File: src/rtl/mem_stage_pkg.sv
// Shared pipeline widths, write-back select and load-extension encodings,
// plus the packed layout of the execute-to-memory bus.
package mem_stage_pkg;

  localparam int unsigned EX_TO_MEM_BUS_WIDTH = 140;
  localparam int unsigned MEM_TO_WB_BUS_WIDTH = 38;
  localparam int unsigned MEM_TO_ID_BUS_WIDTH = 39;
  localparam int unsigned MEM_EXT_OP_WIDTH    = 3;
  localparam int unsigned WB_SEL_WIDTH        = 3;

  typedef enum logic [MEM_EXT_OP_WIDTH-1:0] {
    MEM_EXT_NONE = 3'd0,
    MEM_EXT_LB   = 3'd1,
    MEM_EXT_LBU  = 3'd2,
    MEM_EXT_LH   = 3'd3,
    MEM_EXT_LHU  = 3'd4,
    MEM_EXT_LW   = 3'd5
  } mem_ext_e;

  typedef enum logic [WB_SEL_WIDTH-1:0] {
    WB_ALU = 3'd0,
    WB_EXT = 3'd1,
    WB_PC4 = 3'd2,
    WB_MEM = 3'd3,
    WB_CSR = 3'd4
  } wb_sel_e;

  // Field order matches the bus, MSB first.
  typedef struct packed {
    logic [MEM_EXT_OP_WIDTH-1:0] mem_ext_op;
    logic                        rf_we;
    logic [WB_SEL_WIDTH-1:0]     rf_wsel;
    logic [31:0]                 pc4;
    logic [31:0]                 ext;
    logic [4:0]                  wb_reg;
    logic [31:0]                 alu_c;
    logic [31:0]                 csr_rdata;
  } ex_to_mem_t;

endpackage

File: src/rtl/mem_stage_load_ext.sv
// Load data alignment and sign/zero extension from a word-aligned read.
module load_ext
  import mem_stage_pkg::*;
(
  input  logic [MEM_EXT_OP_WIDTH-1:0] mem_ext_op,
  input  logic [1:0]                  offset,
  input  logic [31:0]                 dram_rdata,
  output logic [31:0]                 result
);

  logic [31:0] byte_shift;
  logic [31:0] half_shift;
  logic [7:0]  byte_val;
  logic [15:0] half_val;

  always_comb begin
    byte_shift = dram_rdata >> {offset, 3'b000};
    half_shift = dram_rdata >> {offset[1], 4'b0000};
    byte_val   = byte_shift[7:0];
    half_val   = half_shift[15:0];
    result     = '0;
    case (mem_ext_op)
      MEM_EXT_LB:  result = {{24{byte_val[7]}}, byte_val};
      MEM_EXT_LBU: result = {24'd0, byte_val};
      MEM_EXT_LH:  result = {{16{half_val[15]}}, half_val};
      MEM_EXT_LHU: result = {16'd0, half_val};
      MEM_EXT_LW:  result = dram_rdata;
      default:     result = '0;
    endcase
  end

endmodule

File: src/rtl/mem_stage.sv
// RV32I memory-access stage: latches the EX bus, waits DRAM_RD_LAT cycles for loads,
// extends load data and drives the WB and decode-bypass buses. Option: MEM_MISALIGN_EXC_EN.
module mem_stage
  import mem_stage_pkg::*;
#(
  parameter int unsigned DRAM_RD_LAT = 1
) (
  input  logic                           clk,
  input  logic                           rst_n,
  input  logic [EX_TO_MEM_BUS_WIDTH-1:0] ex_to_mem_bus,
  input  logic                           ex_to_mem_valid,
  input  logic                           wb_allow_in,
  input  logic [31:0]                    dram_rdata,
  output logic                           mem_allow_in,
  output logic                           mem_to_wb_valid,
  output logic [MEM_TO_WB_BUS_WIDTH-1:0] mem_to_wb_bus,
  output logic [MEM_TO_ID_BUS_WIDTH-1:0] mem_to_id_bus
`ifdef MEM_MISALIGN_EXC_EN
  ,
  output logic                           misalign_exc,
  output logic [31:0]                    misalign_addr
`endif
);

  localparam logic [2:0] RD_LAT = DRAM_RD_LAT[2:0];

  ex_to_mem_t  mem_regs;
  logic        mem_valid;
  logic [2:0]  wait_cnt;
  logic        is_load;
  logic        ready_go;
  logic        accept;
  logic        wb_we;
  logic [31:0] load_data;
  logic [31:0] rf_wdata;

  assign is_load         = (mem_regs.rf_wsel == WB_MEM);
  assign ready_go        = !is_load || (wait_cnt == RD_LAT);
  assign mem_allow_in    = !mem_valid || (ready_go && wb_allow_in);
  assign mem_to_wb_valid = mem_valid && ready_go;
  assign accept          = mem_allow_in && ex_to_mem_valid;

  always_ff @(posedge clk or negedge rst_n) begin
    if (!rst_n) begin
      mem_valid <= 1'b0;
      mem_regs  <= '0;
      wait_cnt  <= '0;
    end else begin
      if (mem_allow_in) begin
        mem_valid <= ex_to_mem_valid;
      end
      if (accept) begin
        mem_regs <= ex_to_mem_bus;
        wait_cnt <= '0;
      end else if (mem_valid && is_load && (wait_cnt < RD_LAT)) begin
        wait_cnt <= wait_cnt + 3'd1;
      end
    end
  end

  load_ext u_load_ext (
    .mem_ext_op (mem_regs.mem_ext_op),
    .offset     (mem_regs.alu_c[1:0]),
    .dram_rdata (dram_rdata),
    .result     (load_data)
  );

  always_comb begin
    rf_wdata = '0;
    case (mem_regs.rf_wsel)
      WB_ALU:  rf_wdata = mem_regs.alu_c;
      WB_EXT:  rf_wdata = mem_regs.ext;
      WB_PC4:  rf_wdata = mem_regs.pc4;
      WB_MEM:  rf_wdata = load_data;
      WB_CSR:  rf_wdata = mem_regs.csr_rdata;
      default: rf_wdata = '0;
    endcase
  end

`ifdef MEM_MISALIGN_EXC_EN
  logic misaligned;
  logic exc_seen;

  assign misaligned = is_load &&
                      ((((mem_regs.mem_ext_op == MEM_EXT_LH) || (mem_regs.mem_ext_op == MEM_EXT_LHU))
                        && mem_regs.alu_c[0]) ||
                       ((mem_regs.mem_ext_op == MEM_EXT_LW) && (mem_regs.alu_c[1:0] != 2'b00)));

  // exc_seen keeps the exception to a single pulse while WB stalls a ready load.
  always_ff @(posedge clk or negedge rst_n) begin
    if (!rst_n) begin
      exc_seen <= 1'b0;
    end else if (accept) begin
      exc_seen <= 1'b0;
    end else if (mem_valid && ready_go) begin
      exc_seen <= 1'b1;
    end
  end

  assign misalign_exc  = mem_valid && ready_go && misaligned && !exc_seen;
  assign misalign_addr = mem_regs.alu_c;
  assign wb_we         = mem_valid && mem_regs.rf_we && !misaligned;
`else
  assign wb_we         = mem_valid && mem_regs.rf_we;
`endif

  assign mem_to_wb_bus = {wb_we, mem_regs.wb_reg, rf_wdata};
  // A waiting load exports rf_we = 0 so decode sees mem_valid && !rf_we and stalls.
  assign mem_to_id_bus = {mem_valid, mem_regs.rf_we && !(mem_valid && !ready_go),
                          mem_regs.wb_reg, rf_wdata};

endmodule

File: config.mk
export PLATFORM = sky130hd
export DESIGN_NAME = mem_stage
export DESIGN_NICKNAME = d
export VERILOG_FILES = /design/src/rtl/mem_stage_pkg.sv /design/src/rtl/mem_stage_load_ext.sv /design/src/rtl/mem_stage.sv
export SDC_FILE = /design/constraint.sdc
export NUM_CORES = 1
export LEC_CHECK = 0
export ABC_AREA = 1
export CAP_MARGIN = 15
export CORE_ASPECT_RATIO = 1.2
export CORE_UTILIZATION = 51
export CTS_BUF_LIST = sky130_fd_sc_hd__clkbuf_16
export CTS_CLUSTER_DIAMETER = 50
export DETAILED_ROUTE_END_ITERATION = 10
export PLACE_DENSITY = 0.9
export SYNTH_ARGS = -nofsm -noshare
export SYNTH_HDL_FRONTEND = slang
export SYNTH_SLANG_ARGS = --single-unit
export TNS_END_PERCENT = 5
File: constraint.sdc
create_clock -name clk -period 2.7 [get_ports clk]
set_clock_uncertainty 0.1 [all_clocks]
set_input_delay 0.405 -clock clk [delete_from_list [all_inputs] [get_ports clk]]
set_output_delay 0.405 -clock clk [all_outputs]
set_load 0.1 [all_outputs]
==> run metrics, run 1 <==
Reg clk slew, reported paths 70 ps; Top FF cell, synth dfrtp_1; Hold EP mem_regs[136]$_DFFE_PN0P_; worst path required time 2190 ps; Cell Rows 50; arrival time worst endpoint 2240 ps; antenna violations before repair 1; Final HPWL DP 21100 µm; status finished, violations left; Startpoint Class flop; Die Ht 142 µm; setup violators final 2; Post-Synth XOR/XNOR Area 0%; layout filler cell count 1018; Cell Pwr Density 1070 nW/µm²; total CTS buffers 17; crit share post-route 102%; # DRC 0; Vias 9519; top post-synthesis cells by count 466 x nand2_1, 241 x nand3_1, 144 x dfrtp_1; most frequent cell after synthesis nand2_1; EDFF count, synth 0; endpoints failing hold 0; violations in the final reports negative setup slack; clock tree sinks 144; Avg Synthesized Cell Area 6.80 µm²; total congestion overflow 0; fmax 365 MHz; sequential fraction of the synthesis area 43.3%; pin count of the biggest net entering global routing 117; largest family of logic cells by synthesized area simple AND/OR/NAND/NOR gates; CTS root buffer clkbuf_16; number of global-route vias before repair 8871; Simple-Gate Fraction of Synth Area 38.4%; CTS tree yes; Syn Inst Count 1225; post-DR wirelength/cell 20.0 µm; I/O pin count 255; nature of the critical path endpoint output pin; gpl congestion 0.941; worst-path fanout max 13; min-delay src ex_to_mem_valid; ys async rst share 100%; setup_tns -81.4 ps; Slew headroom 45.9%; CP bufs+invs 3; RR Startpoint mem_regs[135]$_DFFE_PN0P_; synthesis warning total 0; number of vias per cell 5.87; Synth Area in Adders 0.301%; I/O Buffers 254; worst-skew pair later-pin latency 430 ps; remaining antenna violation count 0; router iterations before antenna repair 6; CP peak stage delay 460 ps; class of the most critical setup path reg -> out; Starting Density 52.8%; leading area contributor after synthesis dfrtp_1; final core utilization 77.3%; area share of the largest cell type after synthesis 43.3%; Leak 6.31 nW; Final WS setup -41.2 ps; Die Wd 119 µm; Floorplan Core Area 15800 µm²; Synth Area in Compound Gates 4.78%; GRT Util Overall 36.6%; Post-Route WL 32400 µm; max-slew violations 0; ratio of cells with drive above 1 in the final layout 13.2%; #FFs+latches synth 144; H-tree depth 4; NumNets Final 1579; Mapped Nets 1403; Tightest Pin Transition 811 ps; R2R setup slack 390 ps; synthesized cell area 8320 µm²; Synth area leaders dfrtp_1 43%, nand2_1 21%, nand3_1 14%; first-pass GRT wire length 46800 µm; worst-path cell with the longest stage delay dfrtp_2; Area Growth Syn to Fin 46.4%; Tmin final 2740 ps; largest delay contributor family on the critical path simple AND/OR/NAND/NOR gates; max_cap viols 0; hold path depth 3; crit-path cells inv_1 > nor2_2 > buf_4 > nand3_1 > nand2_1 > nor2_1 > nand2_2 > buf_12; DIE AREA 16800 µm²; R2R depth 9; post-synthesis mux area share 0%; worst vdd ir 0.474 mV; clk buf depth 2; library cells used by synthesis 19; Hold/Removal Path Class in -> reg; initial detailed-routing violation count 1679; FF-to-FF End mem_regs[39]$_DFFE_PN0P_
==> layout make-up <==
| cell class | count | area [µm²] | share of cell area, % |
|---|---|---|---|
| Sequential cell | 144 | 3610 | 29.6 |
| Timing Repair Buffer | 282 | 3590 | 29.5 |
| Clock inverter | 15 | 155 | 1.27 |
| Clock buffer | 17 | 425 | 3.49 |
| Tap cell | 208 | 260 | 2.13 |
| Antenna cell | 1 | 2.50 | 0.0205 |
| Inverter | 108 | 409 | 3.36 |
| Multi-Input combinational cell | 848 | 3740 | 30.7 |
==> layout by cell type, fill, tap and decap left out, drive strengths merged <==
cell type and count:
a21oi 17, buf 106, clkbuf 19, clkdlybuf4s50 173, clkinv 4, clkinvlp 2
dfrtp 144, diode 1, dlygate4sd3 1, ha 2, inv 117, nand2 466
nand3 243, nor2 58, nor3 1, o21ai 61
==> kinds of logic after synthesis <==
| group | after synthesis |
|---|---|
| AND/OR/NAND/NOR | 768 |
| buffers and inverters | 233 |
| flip-flops | 144 |
| AO/OA/AOI/OAI | 78 |
| adder cells (fa/ha/maj) | 2 |
==> power breakdown <==
part	switching (W)	internal, W
sequential	0.000316	0.00260
clock	0.00109	0.00124
combinational	0.00536	0.00249
==> metrics by stage <==
stage	worst slack [ps]	power, W	std cells	instance area [µm²]	hold slack [ps]
2_1_floorplan	-194	0.00786	1225	8330	9.41
3_3_place_gp	16.0	0.0103	1586	11400	363
3_5_place_dp	-5.38	0.0104	1586	11400	366
4_1_cts	-20.2	0.0128	1619	12000	289
5_1_grt	-35.6	0.0135	1623	12200	319
6_report	-41.2	0.0131	1623	12200	301
==> registers in the layout, indices dropped and copies added (netlist names) <==
register	cells
mem_regs	135
mem_to_id_bus	5
wait_cnt	3
mem_valid	1
==> per-layer routing <==
layer  global-route usage [%]  part of all wire, %
met1                     41.9                   34
met2                     61.6                   48
met3                     7.97                   12
met4                     24.8                  6.9
met5                        0                    0
==> tightest hold or removal path: stages <==
cell,delay (ps)
buf_4,210
nand3_1,130
nand2_1,50
==> repair_timing <==
item | in CTS | in global routing
hold buffers | 1 | 0
gates resized for setup | 13 | 42
pin swaps | 0 | 1
gates cloned | 0 | 2
endpoints found under the setup margin | 44 | 64
buffers inserted | 0 | 1
hold endpoints to repair | 84 | 0
==> worst max-delay path by stage <==
| stage | cells past startpoint | startpoint | slack [ps] | endpoint |
|---|---|---|---|---|
| 2_1_floorplan | 10 | mem_regs[33]$_DFFE_PN0P_ | -190 | mem_to_wb_bus[21] |
| 3_3_place_gp | 11 | dram_rdata[15] | 20 | mem_to_id_bus[26] |
| 3_5_place_dp | 11 | dram_rdata[15] | -5 | mem_to_id_bus[14] |
| 4_1_cts | 10 | mem_regs[33]$_DFFE_PN0P_ | -20 | mem_to_wb_bus[14] |
| 5_1_grt | 8 | mem_regs[134]$_DFFE_PN0P_ | -40 | mem_to_wb_bus[20] |
| 6_report | 8 | mem_regs[134]$_DFFE_PN0P_ | -40 | mem_to_wb_bus[20] |
(Power assumes the default switching activity.)
==> run 2, diff against run 1 <==
--- a/config.mk
+++ b/config.mk
@@ -6,7 +6,6 @@
 export NUM_CORES = 1
 export LEC_CHECK = 0
 export ABC_AREA = 1
-export CAP_MARGIN = 15
 export CORE_ASPECT_RATIO = 1.2
 export CORE_UTILIZATION = 51
 export CTS_BUF_LIST = sky130_fd_sc_hd__clkbuf_16
==> results of run 2 <==
No change in the layout: final DEF, timing and power equal those of run 1.
